<file path="src/rtl/mac_share_sched_if.sv">
// Bundle between requesters, the scheduler and the shared multiply-add datapath.
// The master side is the environment (requesters plus datapath); the slave side is the scheduler.
interface mac_share_sched_if #(
  parameter int NUM_REQ   = 4,
  parameter int WIDTH_IN  = 8,
  parameter int WIDTH_OUT = 16,
  parameter int ID_W      = 2,
  parameter int CNT_W     = 16
);
  logic                         en;
  logic [NUM_REQ-1:0]           req_valid;
  logic [NUM_REQ-1:0]           req_ready;
  logic [NUM_REQ*WIDTH_IN-1:0]  req_a;
  logic [NUM_REQ*WIDTH_IN-1:0]  req_b;
  logic [NUM_REQ*WIDTH_IN-1:0]  req_c;
  logic [WIDTH_IN-1:0]          mac_a;
  logic [WIDTH_IN-1:0]          mac_b;
  logic [WIDTH_IN-1:0]          mac_c;
  logic [WIDTH_OUT-1:0]         mac_result;
  logic                         rsp_valid;
  logic [ID_W-1:0]              rsp_id;
  logic [WIDTH_OUT-1:0]         rsp_data;
  logic                         busy;
  logic [CNT_W-1:0]             op_count;

  modport master (
    output en, req_valid, req_a, req_b, req_c, mac_result,
    input  req_ready, mac_a, mac_b, mac_c, rsp_valid, rsp_id, rsp_data, busy, op_count
  );

  modport slave (
    input  en, req_valid, req_a, req_b, req_c, mac_result,
    output req_ready, mac_a, mac_b, mac_c, rsp_valid, rsp_id, rsp_data, busy, op_count
  );
endinterface

</file>
<file path="src/rtl/mac_share_sched.sv">
// Round-robin scheduler sharing one registered multiply-add (DATA_OUT <= A*B + BUF, BUF <= C).
// C is issued one cycle ahead of A/B so BUF lines up; results return tagged with requester ID.
module mac_share_sched #(
  parameter int NUM_REQ   = 4,
  parameter int WIDTH_IN  = 8,
  parameter int WIDTH_OUT = 16,
  parameter int ID_W      = 2,
  parameter int CNT_W     = 16
) (
  input  logic             clk,
  input  logic             rst_n,
  mac_share_sched_if.slave bus
);

  logic [WIDTH_IN-1:0]  w_a    [NUM_REQ];
  logic [WIDTH_IN-1:0]  w_b    [NUM_REQ];
  logic [WIDTH_IN-1:0]  w_c    [NUM_REQ];
  logic [ID_W-1:0]      w_cand [NUM_REQ];
  logic [NUM_REQ-1:0]   w_hit;
  logic [NUM_REQ-1:0]   w_take;
  logic [NUM_REQ-1:0]   w_grant;
  logic [ID_W-1:0]      w_gnt_idx;
  logic [ID_W-1:0]      w_ptr_next;
  logic                 w_accept;

  logic [ID_W-1:0]      r_ptr;
  logic                 r_s1_valid;
  logic [WIDTH_IN-1:0]  r_s1_a;
  logic [WIDTH_IN-1:0]  r_s1_b;
  logic [ID_W-1:0]      r_s1_id;
  logic                 r_s2_valid;
  logic [ID_W-1:0]      r_s2_id;
  logic                 r_s3_valid;
  logic [ID_W-1:0]      r_s3_id;
  logic [WIDTH_IN-1:0]  r_mac_a;
  logic [WIDTH_IN-1:0]  r_mac_b;
  logic [WIDTH_IN-1:0]  r_mac_c;
  logic                 r_rsp_valid;
  logic [ID_W-1:0]      r_rsp_id;
  logic [WIDTH_OUT-1:0] r_rsp_data;
  logic [CNT_W-1:0]     r_op_count;

  // Slot gi of the search order is requester (ptr + gi) mod NUM_REQ; the lowest hit slot wins.
  for (genvar gi = 0; gi < NUM_REQ; gi++) begin : g_req
    logic [ID_W:0] w_sum;

    assign w_a[gi]    = bus.req_a[gi*WIDTH_IN +: WIDTH_IN];
    assign w_b[gi]    = bus.req_b[gi*WIDTH_IN +: WIDTH_IN];
    assign w_c[gi]    = bus.req_c[gi*WIDTH_IN +: WIDTH_IN];
    assign w_sum      = {1'b0, r_ptr} + (ID_W+1)'(gi);
    assign w_cand[gi] = (w_sum >= (ID_W+1)'(NUM_REQ)) ? ID_W'(w_sum - (ID_W+1)'(NUM_REQ))
                                                       : w_sum[ID_W-1:0];
    assign w_hit[gi]  = bus.en & bus.req_valid[w_cand[gi]];

    if (gi == 0) begin : g_first
      assign w_take[gi] = w_hit[gi];
    end else begin : g_rest
      assign w_take[gi] = w_hit[gi] & ~(|w_hit[gi-1:0]);
    end
  end

  always_comb begin
    w_grant   = '0;
    w_gnt_idx = '0;
    for (int k = 0; k < NUM_REQ; k++) begin
      if (w_take[k]) begin
        w_grant[w_cand[k]] = 1'b1;
        w_gnt_idx          = w_cand[k];
      end
    end
  end

  assign w_accept   = |w_hit;
  assign w_ptr_next = (w_gnt_idx == ID_W'(NUM_REQ - 1)) ? '0 : w_gnt_idx + 1'b1;

  // A grant is only ever issued to a valid requester, so any grant is a handshake.
  always_ff @(posedge clk or negedge rst_n) begin
    if (!rst_n) begin
      r_ptr       <= '0;
      r_s1_valid  <= 1'b0;
      r_s1_a      <= '0;
      r_s1_b      <= '0;
      r_s1_id     <= '0;
      r_s2_valid  <= 1'b0;
      r_s2_id     <= '0;
      r_s3_valid  <= 1'b0;
      r_s3_id     <= '0;
      r_mac_a     <= '0;
      r_mac_b     <= '0;
      r_mac_c     <= '0;
      r_rsp_valid <= 1'b0;
      r_rsp_id    <= '0;
      r_rsp_data  <= '0;
      r_op_count  <= '0;
    end else begin
      if (w_accept) begin
        r_ptr <= w_ptr_next;
      end

      r_s1_valid <= w_accept;
      r_s1_a     <= w_accept ? w_a[w_gnt_idx] : '0;
      r_s1_b     <= w_accept ? w_b[w_gnt_idx] : '0;
      r_s1_id    <= w_accept ? w_gnt_idx      : '0;
      r_mac_c    <= w_accept ? w_c[w_gnt_idx] : '0;

      r_s2_valid <= r_s1_valid;
      r_s2_id    <= r_s1_id;
      r_mac_a    <= r_s1_a;
      r_mac_b    <= r_s1_b;

      r_s3_valid <= r_s2_valid;
      r_s3_id    <= r_s2_id;

      // Datapath output for the S3 operation is stable now; capture it for the response.
      r_rsp_valid <= r_s3_valid;
      if (r_s3_valid) begin
        r_rsp_data <= bus.mac_result;
        r_rsp_id   <= r_s3_id;
        if (r_op_count != '1) begin
          r_op_count <= r_op_count + 1'b1;
        end
      end
    end
  end

  assign bus.req_ready = w_grant;
  assign bus.mac_a     = r_mac_a;
  assign bus.mac_b     = r_mac_b;
  assign bus.mac_c     = r_mac_c;
  assign bus.rsp_valid = r_rsp_valid;
  assign bus.rsp_id    = r_rsp_id;
  assign bus.rsp_data  = r_rsp_data;
  assign bus.busy      = r_s1_valid | r_s2_valid | r_s3_valid;
  assign bus.op_count  = r_op_count;

endmodule

</file>
<file path="src/flat_wrapper.sv">
// flat-port wrapper written by rule: the top's interface ports become plain ports
module mac_share_sched_flat 
#(
  parameter int NUM_REQ   = 4,
  parameter int WIDTH_IN  = 8,
  parameter int WIDTH_OUT = 16,
  parameter int ID_W      = 2,
  parameter int CNT_W     = 16
)
  (clk, rst_n, bus_en, bus_req_valid, bus_req_a, bus_req_b, bus_req_c, bus_mac_result, bus_req_ready, bus_mac_a, bus_mac_b, bus_mac_c, bus_rsp_valid, bus_rsp_id, bus_rsp_data, bus_busy, bus_op_count);
  mac_share_sched_if #(.NUM_REQ(NUM_REQ), .WIDTH_IN(WIDTH_IN), .WIDTH_OUT(WIDTH_OUT), .ID_W(ID_W), .CNT_W(CNT_W)) bus_i ();
  input  logic clk;
  input  logic rst_n;
  input wire logic [$bits(bus_i.en)-1:0] bus_en;
  input wire logic [$bits(bus_i.req_valid)-1:0] bus_req_valid;
  input wire logic [$bits(bus_i.req_a)-1:0] bus_req_a;
  input wire logic [$bits(bus_i.req_b)-1:0] bus_req_b;
  input wire logic [$bits(bus_i.req_c)-1:0] bus_req_c;
  input wire logic [$bits(bus_i.mac_result)-1:0] bus_mac_result;
  output wire logic [$bits(bus_i.req_ready)-1:0] bus_req_ready;
  output wire logic [$bits(bus_i.mac_a)-1:0] bus_mac_a;
  output wire logic [$bits(bus_i.mac_b)-1:0] bus_mac_b;
  output wire logic [$bits(bus_i.mac_c)-1:0] bus_mac_c;
  output wire logic [$bits(bus_i.rsp_valid)-1:0] bus_rsp_valid;
  output wire logic [$bits(bus_i.rsp_id)-1:0] bus_rsp_id;
  output wire logic [$bits(bus_i.rsp_data)-1:0] bus_rsp_data;
  output wire logic [$bits(bus_i.busy)-1:0] bus_busy;
  output wire logic [$bits(bus_i.op_count)-1:0] bus_op_count;
  assign bus_i.en = bus_en;
  assign bus_i.req_valid = bus_req_valid;
  assign bus_i.req_a = bus_req_a;
  assign bus_i.req_b = bus_req_b;
  assign bus_i.req_c = bus_req_c;
  assign bus_i.mac_result = bus_mac_result;
  assign bus_req_ready = bus_i.req_ready;
  assign bus_mac_a = bus_i.mac_a;
  assign bus_mac_b = bus_i.mac_b;
  assign bus_mac_c = bus_i.mac_c;
  assign bus_rsp_valid = bus_i.rsp_valid;
  assign bus_rsp_id = bus_i.rsp_id;
  assign bus_rsp_data = bus_i.rsp_data;
  assign bus_busy = bus_i.busy;
  assign bus_op_count = bus_i.op_count;
  mac_share_sched #(.NUM_REQ(NUM_REQ), .WIDTH_IN(WIDTH_IN), .WIDTH_OUT(WIDTH_OUT), .ID_W(ID_W), .CNT_W(CNT_W)) u_core (.clk(clk), .rst_n(rst_n), .bus(bus_i));
endmodule
</file>
<file path="config.mk">
export PLATFORM = sky130hd
export DESIGN_NAME = mac_share_sched_flat
export DESIGN_NICKNAME = d
export VERILOG_FILES = /design/src/rtl/mac_share_sched_if.sv /design/src/rtl/mac_share_sched.sv /design/src/flat_wrapper.sv
export SDC_FILE = /design/constraint.sdc
export NUM_CORES = 1
export LEC_CHECK = 0
export CAP_MARGIN = 0
export CORE_ASPECT_RATIO = 0.5
export CORE_UTILIZATION = 43
export CTS_BUF_LIST = sky130_fd_sc_hd__clkbuf_4 sky130_fd_sc_hd__clkbuf_8 sky130_fd_sc_hd__clkbuf_16
export DETAILED_ROUTE_END_ITERATION = 6
export GPL_TIMING_DRIVEN = 1
export HOLD_SLACK_MARGIN = 0.1
export MAX_ROUTING_LAYER = met4
export PLACE_DENSITY = 0.81
export SLEW_MARGIN = 10
export SYNTH_ARGS = -nofsm -noshare
export SYNTH_HDL_FRONTEND = slang
export SYNTH_SLANG_ARGS = --single-unit
</file>
<file path="constraint.sdc">
create_clock -name clk -period 4 [get_ports clk]
set_input_delay 1.2 -clock clk [delete_from_list [all_inputs] [get_ports clk]]
set_output_delay 1.2 -clock clk [all_outputs]
set_load 0.01 [all_outputs]
</file>
==> reports/results.ini <==
[finish]
layout-drive-gt1-share_pct = 13.1
antenna_cells = 0
nets = 678
layout_common_cells = clkdlybuf4s50_1 (173), dfrtp_1 (86), mux2i_1 (74)
area_delta_synth_final_pct = 53.3
n_fill_cell = 751
final_common_cell = clkdlybuf4s50_1

[run_status]
status = finished, final reports clean

[clocking]
cts-root-buf = clkbuf_16
numCtsBuffers = 9
clkSinkCount = 86
cts_tree = done
cts_buffer_depth = 2
insertion_delay_ps = 330
cts.clk_slew.worst_paths_ps = 60
h-tree-depth = 3
post_cts_buffers = 0

[yosys]
syn_area_per_cell_um2 = 12.1
synth_edf_count = 0
synthCells = 360
syn_area_um2 = 4340
synth.area.top_cells = dfrtp_1 (50%), mux2i_1 (17%), and2_1 (6.9%)
yosys_warnings = 0
synth.top_cell.area_share_pct = 49.6
ys_types = 47
synth_nets = 487
synth-async-reset-ratio_pct = 100
synth_top_area_cell = dfrtp_1
ys.flop_type = dfrtp_1
yosysSeqAreaShare_pct = 49.6
synth-seq-cells = 86

[flow_run]
drv_cap = 0

[setup_path]
critical_path_peak_fanout = 5
crit_type = input pin to primary output
r2r_start = u_core.r_ptr[0]
end_kind = primary output
required_ps = 2800
startpoint = bus_en
cp-start-kind = input pin
critPathArrivalTime_ps = 2740

[sta]
finalHoldViolCount = 0
grt_setup_unrepaired = no
worst_pin_slew_ps = 1030
finalSetupTns_ps = 0
fin_worst_skew_ps = 5.05
worst_hold_slack_ps = 346
max_freq_mhz = 254
period_minus_slack_ps = 3940
finalSetupViolations = 0
fin_crit_sh_pct = 98.4
drv_slew = 0
slew_headroom_pct = 31.3

[placement]
dp_hpwl_mm = 7.61
port_buffers = 182
globalplace.congestion = 0.796

[route]
vias = 3350
drcViolationCount = 0
final_antenna_net_count = 0
wirelength_mm = 10.3
drt_iter0_markers = 141
routedWlPerCell_um = 14.8
first_pass_iters = 4
vias_per_cell = 4.85

[global_route]
gr-total-overflow = 0
gr-usage-all-layers_pct = 20.7
grt_max_degree = 87
grt_pass1_wl_mm = 16.0
antenna_found_initial = 0
grt_pass1_vias = 3273

[die]
die_w_um = 144
initial_core_util_pct = 45.0
die_area_um2 = 10500
core-area_um2 = 9630
die_h_um = 73.0
std_cell_rows = 25
ios = 183

[worst_hold_path]
min_path_type = flip-flop to flip-flop
worstHoldStart = u_core.r_s1_b[2]

[pwr]
ir_worst_vdd_mv = 0.290
p_leak_nw = 2.94
power.total_w = 0.00369
cellPowerDensity_nw_per_um2 = 555

[critical path, stage by stage]
cell and delay, ps:
clkdlybuf4s50_1 440, buf_4 160, o2111ai_1 100, o41ai_2 100, buf_4 160, a22oi_1 160
o21ai_1 110, dlygate4sd2_1 290
[per-stage QoR]
step	area [µm²]	setup slack (ps)	utilization [%]	std cells
floorplan	4340	373	-	360
global placement	6370	-417	66.2	675
detailed placement	6370	-559	66.2	675
CTS	6660	22.2	69.1	691
global route	6650	5.62	69.1	691
finish	6650	64.7	69.1	691
[cell families (layout without fill, tap and decap cells)]
group	count (synthesis)	in the layout	share of synthesized area, %
mux	96	96	23.3
xor+xnor	12	12	2.42
buf+inv	29	225	3.89
compound gates	33	33	5.39
fa+ha+maj	8	8	2.31
flops	86	86	49.6
simple gates	96	96	13.1
[what timing repair did]
action	CTS	global route
setup endpoints to repair	4	4
resized for setup	11	9
hold buffers	0	0
[sequential cells by signal, indices dropped and copies added (netlist names)]
name	flops
u_core.r_s3_valid	1
u_core.bus.rsp_id	2
u_core.bus.op_count	16
u_core.r_s3_id	2
u_core.bus.rsp_data	16
u_core.r_s2_valid	1
u_core.r_s1_valid	1
u_core.bus.mac_a	8
u_core.r_s2_id	2
u_core.r_s1_id	2
u_core.bus.mac_c	8
u_core.r_ptr	2
u_core.bus.mac_b	8
u_core.r_s1_b	8
u_core.r_s1_a	8
u_core.bus.rsp_valid	1
[cells in the mapped netlist (all sizes together) (5+ instances only)]
| library cell | n |
|---|---|
| mux2i | 74 |
| a22oi | 8 |
| nand4 | 5 |
| and2 | 48 |
| nand2 | 9 |
| mux2 | 20 |
| inv | 6 |
| ha | 8 |
| nor2 | 8 |
| a21oi | 7 |
| nand2b | 5 |
| dfrtp | 86 |
| o21ai | 8 |
| clkbuf | 7 |
| buf | 16 |
| xor2 | 8 |
[routing by layer]
layer | up-vias | GRT usage, % | part of all wire (%)
li1 | 1642 | - | -
met1 | 1611 | 22.2 | 40
met2 | 80 | 37.7 | 54
met3 | 17 | 4.72 | 3.6
met4 | 0 | 7.68 | 2.2
met5 | - | - | 0
[report_power, final]
group	switching, W	internal [W]	leakage, nW
sequential	0.000121	0.00115	1.08
combinational	0.000736	0.000901	1.72
clock	0.000334	0.000451	0.141
total	0.00119	0.00250	2.94
[cell type report]
type                    count  area, µm²  area share [%]
clock buffers              11        246            3.71
clock inverters             5       41.3           0.621
inverters                   6       22.5           0.339
multi-input cells         245       2040            30.7
flip-flops and latches     86       2150            32.3
well taps                 135        169            2.54
repair buffers            203       1980            29.7
[final timing paths]
kind                                          end  slack, ps  cells past startpoint
setup / recovery                 bus_req_ready[2]         60                      8
hold / removal                u_core.bus.mac_b[2]        350                      0
setup reg to reg                 u_core.r_s1_b[6]       1350                     11
hold reg to reg               u_core.bus.mac_b[2]        350                      0
max in group asynchronous  u_core.bus.op_count[3]       2300                      1
min in group asynchronous  u_core.bus.rsp_data[9]       1050                      1
(Power assumes the default switching activity.)
==> variant (config.mk and constraints unchanged) <==
`ID_W` is set to 2 in 3 places; all go to 4.
--- a/src/rtl/mac_share_sched_if.sv
+++ b/src/rtl/mac_share_sched_if.sv
@@ -6,3 +6,3 @@
   parameter int WIDTH_OUT = 16,
-  parameter int ID_W      = 2,
+  parameter int ID_W      = 4,
   parameter int CNT_W     = 16
--- a/src/rtl/mac_share_sched.sv
+++ b/src/rtl/mac_share_sched.sv
@@ -6,3 +6,3 @@
   parameter int WIDTH_OUT = 16,
-  parameter int ID_W      = 2,
+  parameter int ID_W      = 4,
   parameter int CNT_W     = 16
--- a/src/flat_wrapper.sv
+++ b/src/flat_wrapper.sv
@@ -6,3 +6,3 @@
   parameter int WIDTH_OUT = 16,
-  parameter int ID_W      = 2,
+  parameter int ID_W      = 4,
   parameter int CNT_W     = 16
Interface: changed (resized bus_rsp_id); port bits go from 183 to 185. No check against the original RTL was run, so the function may have changed too.
==> variant against the original RTL <==
  * The run now ends with design-rule violations left
  * Sequential cell count rose by 10
  * Total power is 25% higher
  * Utilization is 1.2 points lower
  * First-iteration DRC count grew 30%
  * Register-to-register slack got worse by 0.34 ns
  * Routed wire length increased by 21%
  * Synthesized area is 12% higher
  * Die area rose by 12%
  * Hold slack lost 0.0031 ns
  * Synthesized cell count grew 18%
  * Setup slack improved by 0.018 ns
  * Sequential share of layout area decreased by 0.22 points
  * Via count rose by 20%
  * Largest cell class unchanged
  * Cell area is 12% higher
==> variant: results <==
group,metric,value,unit
run_status,status,"complete, but fails checks",
run_status,failed_checks,"design-rule violations",
cells_and_area,bufAreaShareNonClock,28.30,%
route,wire_per_inst,16.01,µm
placement,dp.cells,761,
setup_path,r2r_slack,1.01,ns
logic_synthesis,synth-seq-area-share,49.40,%
placement,gp_congestion,0.8410,
route,routed_wl,12460,µm
cells_and_area,design_area,0.007477,mm²
route,detail_route.drc_violations,8,
cells_and_area,drive_above_1_share,17.06,%
logic_synthesis,syn_nets,559,
logic_synthesis,synth_area_leaders,"dfrtp_1 (49%), mux2_2 (7.9%), mux2i_1 (6.2%), ha_1 (4.4%), a211oi_1 (3.6%)",
cells_and_area,fillers,828,
cells_and_area,nNonClkBuffers,219,
setup_path,rr_worst_depth,12,
grt,grt_pass1_vias,4086,
clocking,post_cts_buffers,2,
cells_and_area,multi_input_gates,290,
setup_path,reg2reg_from,"u_core.r_ptr[1]$_DFFE_PN0N_",
timing,fmax,255.3,MHz
clocking,htreeDepth,3,
logic_synthesis,synth_common_cells,"dfrtp_1 (96), nand2_1 (40), mux2_2 (34)",
grt,grt_first_pass_wirelength,19870,µm
logic_synthesis,netlist_instances,423,
placement,dp_slack,-0.5746,ns
timing,clock_skew,0.004939,ns
route,met3WireLength,377,µm
worst_hold_path,hold_path_end,"u_core.bus.mac_a[6]$_DFF_PN0_",
power_and_ir_drop,p_leak,3.243,nW
grt,globalRouteTotalUtil,22.13,%
timing,slew_headroom,51.40,%
placement,io_buffers,184,
cells_and_area,inverters_excl_clock,13,
grt,grt_max_degree,51,
logic_synthesis,ys_types,55,
route,vias_per_cell,5.148,
cells_and_area,seq_cells,96,
cells_and_area,regArea,0.002402,mm²
setup_path,arrival,2.72,ns
route,first_pass_iters,7,
cells_and_area,nets,765,
cells_and_area,multi_input_area_share,31.71,%
route,drt-initial-drc-count,183,
setup_path,endpoint,"bus_req_ready[3]",
route,wl_met2,6575,µm
setup_path,critPathLaunch,"bus_req_valid[1]",
setup_path,r2r-end,"u_core.bus.mac_c[5]$_DFF_PN0_",
worst_hold_path,min_from,"u_core.r_s1_a[6]$_DFF_PN0_",
clocking,cts_resized,27,
route,wl_met1,5359,µm
timing,holdWs,0.3425,ns
cells_and_area,clock_area_share,4.786,%
placement,hpwl,9401,µm
power_and_ir_drop,irDropWorstVdd,0.3676,mV
floorplanning,die_area,0.01177,mm²
## variant: cells by family (layout without fill, tap and decap cells)
group                    count (synthesis)  after routing  synth area share, %
AND/OR/NAND/NOR                        102            102                10.96
flip-flops                              96             96                49.40
AO/OA/AOI/OAI                           85             85                13.20
multiplexers                            65             65                14.33
buffers and inverters                   37            247                3.962
XOR/XNOR                                21             21                3.782
adder cells (fa/ha/maj)                 17             17                4.373
## variant: power by group
group          internal, W  switching [W]  leakage [nW]
Combinational      0.00114        0.00110          1.85
Clock             0.000669       0.000342         0.171
Sequential         0.00125       0.000127          1.22
Total              0.00306        0.00157          3.24
## variant: per-layer routing
metal | GRT usage (%) | vias up
li1 | - | 1940
met4 | 7.245 | 0
met5 | - | -
met1 | 25.78 | 1968
met3 | 3.674 | 13
met2 | 39.26 | 84
## variant: critical path, stage by stage
cell	delay (ns)
dlygate4sd2_1	0.27
mux2_4	0.30
nand2_2	0.11
o22ai_4	0.09
and2_4	0.17
a222oi_1	0.33
nand2_1	0.10
buf_2	0.15
